--- src/rtl/div_pkg.sv ---
// Shared constants for the iterative restoring divider.
package div_pkg;

  // Controller state encoding
  localparam logic [1:0] IDLE = 2'd0;
  localparam logic [1:0] RUN  = 2'd1;
  localparam logic [1:0] FIX  = 2'd2;

  // One quotient bit is produced per RUN cycle
  localparam int DIV_ITER = 32;

  // Quotient reported for a zero divisor
  localparam logic [31:0] DIV0_QUOT = 32'hFFFF_FFFF;

endpackage

--- src/rtl/sub.sv ---
// 32-bit ripple-borrow subtractor: difference = a - b - bor_in.
// bor_out is 1 when the true result is negative (a < b + bor_in).
module sub #(
  parameter int WIDTH = 32
) (
  input  logic [WIDTH-1:0] a,
  input  logic [WIDTH-1:0] b,
  input  logic             bor_in,
  output logic [WIDTH-1:0] difference,
  output logic             bor_out
);

  logic [WIDTH:0] borrow;

  assign borrow[0] = bor_in;

  // Full-subtractor cell per bit, borrow ripples from LSB to MSB
  for (genvar i = 0; i < WIDTH; i++) begin : g_bit
    assign difference[i] = a[i] ^ b[i] ^ borrow[i];
    assign borrow[i+1]   = (~a[i] & b[i]) | (~(a[i] ^ b[i]) & borrow[i]);
  end

  assign bor_out = borrow[WIDTH];

endmodule

--- src/rtl/divider.sv ---
// Iterative 32-bit restoring divider for MIPS DIV/DIVU.
// Handshake: start is accepted only while idle (busy=0); the operands and
// is_signed are captured on that same edge. busy stays high until results
// are written; done pulses for exactly one cycle as quotient/remainder/
// div_by_zero update, and those outputs then hold until the next done.
module divider
  import div_pkg::*;
#(
  parameter int WIDTH = 32,
  parameter int CNT_W = 6
) (
  input  logic             clk,
  input  logic             rst,
  input  logic             start,
  input  logic             is_signed,
  input  logic [WIDTH-1:0] dividend,
  input  logic [WIDTH-1:0] divisor,
  output logic             busy,
  output logic             done,
  output logic [WIDTH-1:0] quotient,
  output logic [WIDTH-1:0] remainder,
  output logic             div_by_zero
);

  logic [1:0]       state;
  logic [CNT_W-1:0] count;
  logic [WIDTH-1:0] q_reg;
  logic [WIDTH-1:0] d_reg;
  logic [WIDTH-1:0] rem_reg;
  logic [WIDTH-1:0] dvd_raw;
  logic             neg_q;
  logic             neg_r;
  logic             zero_flag;

  logic             dvd_neg;
  logic             dvs_neg;
  logic [WIDTH-1:0] dvd_abs;
  logic [WIDTH-1:0] dvs_abs;
  logic [WIDTH-1:0] shifted;
  logic [WIDTH-1:0] diff;
  logic             bor_out;
  logic             ok;
  logic             last_step;

  // Magnitudes of the incoming operands; 0x80000000 maps onto itself
  always_comb begin
    dvd_neg = is_signed & dividend[WIDTH-1];
    dvs_neg = is_signed & divisor[WIDTH-1];
    dvd_abs = dvd_neg ? (~dividend + 1'b1) : dividend;
    dvs_abs = dvs_neg ? (~divisor + 1'b1) : divisor;
  end

  // Trial subtraction of the divisor from the shifted partial remainder
  assign shifted = {rem_reg[WIDTH-2:0], q_reg[WIDTH-1]};

  sub #(.WIDTH(WIDTH)) u_sub (
    .a          (shifted),
    .b          (d_reg),
    .bor_in     (1'b0),
    .difference (diff),
    .bor_out    (bor_out)
  );

  // rem_reg[31] stands for the bit shifted out of 'shifted'; if set, the
  // 33-bit partial remainder is certainly >= divisor.
  assign ok        = rem_reg[WIDTH-1] | ~bor_out;
  assign last_step = (count == CNT_W'(DIV_ITER - 1));
  assign busy      = (state == RUN) || (state == FIX);

  // Controller and datapath registers
  always_ff @(posedge clk or posedge rst) begin
    if (rst) begin
      state       <= IDLE;
      count       <= '0;
      q_reg       <= '0;
      d_reg       <= '0;
      rem_reg     <= '0;
      dvd_raw     <= '0;
      neg_q       <= 1'b0;
      neg_r       <= 1'b0;
      zero_flag   <= 1'b0;
      done        <= 1'b0;
      quotient    <= '0;
      remainder   <= '0;
      div_by_zero <= 1'b0;
    end else begin
      done <= 1'b0;
      case (state)
        IDLE: begin
          if (start) begin
            neg_q     <= is_signed & (dividend[WIDTH-1] ^ divisor[WIDTH-1]);
            neg_r     <= is_signed & dividend[WIDTH-1];
            q_reg     <= dvd_abs;
            d_reg     <= dvs_abs;
            dvd_raw   <= dividend;
            rem_reg   <= '0;
            count     <= '0;
            zero_flag <= (divisor == '0);
            state     <= RUN;
          end
        end
        RUN: begin
          rem_reg <= ok ? diff : shifted;
          q_reg   <= {q_reg[WIDTH-2:0], ok};
          count   <= count + 1'b1;
          if (last_step) begin
            state <= FIX;
          end
        end
        FIX: begin
          if (zero_flag) begin
            quotient    <= DIV0_QUOT;
            remainder   <= dvd_raw;
            div_by_zero <= 1'b1;
          end else begin
            quotient    <= neg_q ? (~q_reg + 1'b1) : q_reg;
            remainder   <= neg_r ? (~rem_reg + 1'b1) : rem_reg;
            div_by_zero <= 1'b0;
          end
          done  <= 1'b1;
          state <= IDLE;
        end
        default: begin
          state <= IDLE;
        end
      endcase
    end
  end

endmodule

--- config.mk ---
export PLATFORM = sky130hd
export DESIGN_NAME = divider
export DESIGN_NICKNAME = d
export VERILOG_FILES = /design/src/rtl/div_pkg.sv /design/src/rtl/sub.sv /design/src/rtl/divider.sv
export SDC_FILE = /design/constraint.sdc
export NUM_CORES = 1
export LEC_CHECK = 0
export ABC_CLOCK_PERIOD_IN_PS = 27100
export CAP_MARGIN = 30
export CELL_PAD_IN_SITES_DETAIL_PLACEMENT = 1
export CELL_PAD_IN_SITES_GLOBAL_PLACEMENT = 1
export CORE_ASPECT_RATIO = 1.25
export CORE_MARGIN = 5
export CORE_UTILIZATION = 47
export DETAILED_ROUTE_END_ITERATION = 16
export PLACE_DENSITY = 0.89
export SYNTH_ARGS = -nofsm -noshare
export SYNTH_HDL_FRONTEND = slang
export SYNTH_HIERARCHICAL = 1
export SYNTH_SLANG_ARGS = --single-unit
--- constraint.sdc ---
create_clock -name clk -period 27.1 [get_ports clk]
set_input_delay 5.42 -clock clk [delete_from_list [all_inputs] [get_ports clk]]
set_output_delay 5.42 -clock clk [all_outputs]
set_load 0.005 [all_outputs]
==> flow_summary.toml <==
[worst_setup_path]
critPathMostFrequentCell = "fa_1"
critPathBufInv = 4
r2r_slack_ps = 12390
r2r_cells = 39
path_class = "reg -> reg"
cp-start-kind = "register"
slowest_stage = "dfrtp_1"
critPathTopFamily = "adder cells"
cp_max_fo = 24
crit_path_max_incr_delay_ps = 520
arrival_ps = 15070
crit_required_ps = 27460
path_depth = 39
worstSetupEndpointType = "register"
r2r_end = "rem_reg[10]"
r2r_start = "q_reg[31]"

[pwr]
cellPowerDensity_nw_per_um2 = 102.3
seq_power_share_pct = 35.5
sw_frac_of_total_pct = 43.68
p_total_mw = 1.487
intPower_uw = 837.6
vdd.ir_drop.worst_mv = 0.04382
p_clk_share_pct = 20.5
combinationalPowerShare_pct = 44.0
power.switching_uw = 649.6
power_leakage_nw = 6.081

[timing]
hold_slack_ps = 488.7
setup_viol = 0
hold_viol = 0
maxSlewViolCount = 0
finalSetupTns_ps = 0
max_freq_mhz = 67.98
tightest_slew_ps = 1015
relSlewSlack_pct = 31.73
finalCritPeriodShare_pct = 54.28
clock_skew_ps = 10.34
rsz0062_at_grt = "false"
fin_crit_ps = 14710

[yosys]
syn_avg_cell_area_um2 = 8.840
synth_cell_types = 66
ys.flop_type = "dfrtp_1"
ys.warnings.count = 6
synth_area_um2 = 12150
synthTopCellsByArea = "dfrtp_1 42%, nand2_1 6.9%, o21ai_0 5.9%"
synth.top_cells.by_count = "224 x nand2_1, 205 x dfrtp_1, 142 x o21ai_0"
synthArstFlopShare_pct = 100.0
synth-seq-cells = 205
synth_edf_count = 0
synth_cells = 1374
netlist.area_leader.share_pct = 42.23
syn_nets = 1482
yosysTopAreaCell = "dfrtp_1"
synth.most_common_cell = "nand2_1"
ys_seq_area_share_pct = 42.23

[detailed_routing]
dr_total_vias = 10810
wl_per_cell_um = 21.61
drcViolationCount = 0
drt-initial-drc-count = 613
viasPerCell = 5.955
drt_first_pass_iters = 5
ant_nets = 0
routed_wirelength_um = 39240

[clocking]
cts_made_buffers = 22
cts.sinks = 205
cts_root_buf = "clkbuf_16"
cts_resized = 0
post_cts_buffers = 0
clock_latency_ps = 510
h-tree-depth = 1
clk_path_buf_depth = 3
cts_tree = "yes"
clkTransAtPathRegs_ps = 70
ctsHoldBuffers = 0

[layout]
n_antenna_cell = 0
n_fill_cell = 2944
multi_input_area_um2 = 6361
seqCellArea_um2 = 5130
layout-drive-gt1-share_pct = 5.334
final_nets = 1573
areaGrowthSynthToFinish_pct = 19.62
final_area_um2 = 14530

[global_route]
grt_first_pass_wirelength_um = 62950
antenna_found_initial = 0
grt_max_degree = 141
grt_overflow = 0
grtUsageTotal_pct = 26.42
grt_pass1_vias = 11660

[worst_hold_path]
hold_depth = 2
min_to = "dvd_raw[31]"
hp-class = "reg -> reg"
worstHoldStart = "dvd_raw[31]"

[floorplanning]
die_h_um = 189.7
initial_core_util_pct = 47.87
rows = 65
die_area_um2 = 29180
core_area_um2 = 25370
die_w_um = 153.8
ios = 135

[run]
drv_cap = 0

[place]
dp_hpwl_um = 27310
io_buffers = 134
placed_cell_area_um2 = 13730
gp_congestion = 0.8832

[outcome]
status = "completed"
[stage by stage]
| step | instances | util, % | setup slack [ps] |
|---|---|---|---|
| 3_3_place_gp | 1772 | 54.09 | 12940 |
| 5_1_grt | 1816 | 57.26 | 11910 |
| 3_5_place_dp | 1773 | 54.11 | 12630 |
| 4_1_cts | 1813 | 56.95 | 12460 |
| 6_report | 1816 | 57.26 | 12390 |
| 2_1_floorplan | 1374 | - | 13700 |
[worst max-delay path by stage]
stage / slack [ps] / from / end
2_1_floorplan: 13700 / q_reg[31] / rem_reg[5]
5_1_grt: 11910 / q_reg[31] / rem_reg[10]
4_1_cts: 12460 / q_reg[31] / rem_reg[10]
3_5_place_dp: 12630 / q_reg[31] / rem_reg[13]
3_3_place_gp: 12940 / q_reg[31] / rem_reg[0]
6_report: 12390 / q_reg[31] / rem_reg[10]
[layout make-up]
type / instances / share of cell area (%)
clock buffer: 33 / 4.495
clock inverter: 7 / 0.4650
inverter: 98 / 2.583
multi-input combinational: 987 / 43.78
sequential: 205 / 35.31
tap: 335 / 2.885
timing repair buffer: 151 / 10.49
[worst min-delay path: cells and delay by family, from the launching register on]
| family | cells | cell delay [ps] |
|---|---|---|
| AND/OR/NAND/NOR | 2 | 110 |
| flip-flops | 1 | 350 |
[logic make-up after synthesis]
family	share of synthesized area, %
flops	42.23
mux	3.935
xor+xnor	8.148
simple gates	17.60
buf+inv	5.645
compound gates	16.31
fa+ha+maj	6.098
other cells	0.03087
[power by group through the flow]
stage,sequential (mW),combinational (mW),clock [mW]
CTS,0.529,0.644,0.307
finish,0.528,0.655,0.304
floorplan,0.477,0.472,0
detailed placement,0.530,0.625,0
global route,0.540,0.735,0.320
global placement,0.521,0.573,0
[per-layer routing]
layer | track usage, % | routed length, um | up-vias
met5 | 0 | 0 | -
met4 | 11.42 | 1908 | 0
met3 | 3.367 | 1812 | 129
met2 | 49.11 | 20710 | 342
met1 | 30.35 | 14800 | 5424
li1 | - | - | 4919
[cells in the final DEF, fill, tap and decap left out, drive strengths merged, types with 17 or more instances in the layout]
cell           count
fa                32
nor3              25
dfrtp            205
clkbuf            34
mux2i             41
nand2            224
nand3             17
a21oi             61
inv               98
xor2              77
clkdlybuf4s50    134
o41ai             18
a31oi             23
o31ai             33
o21ai            143
xnor2             36
o22ai             18
nor2              90
nor4              18
Power figures use the tool's default switching activity.
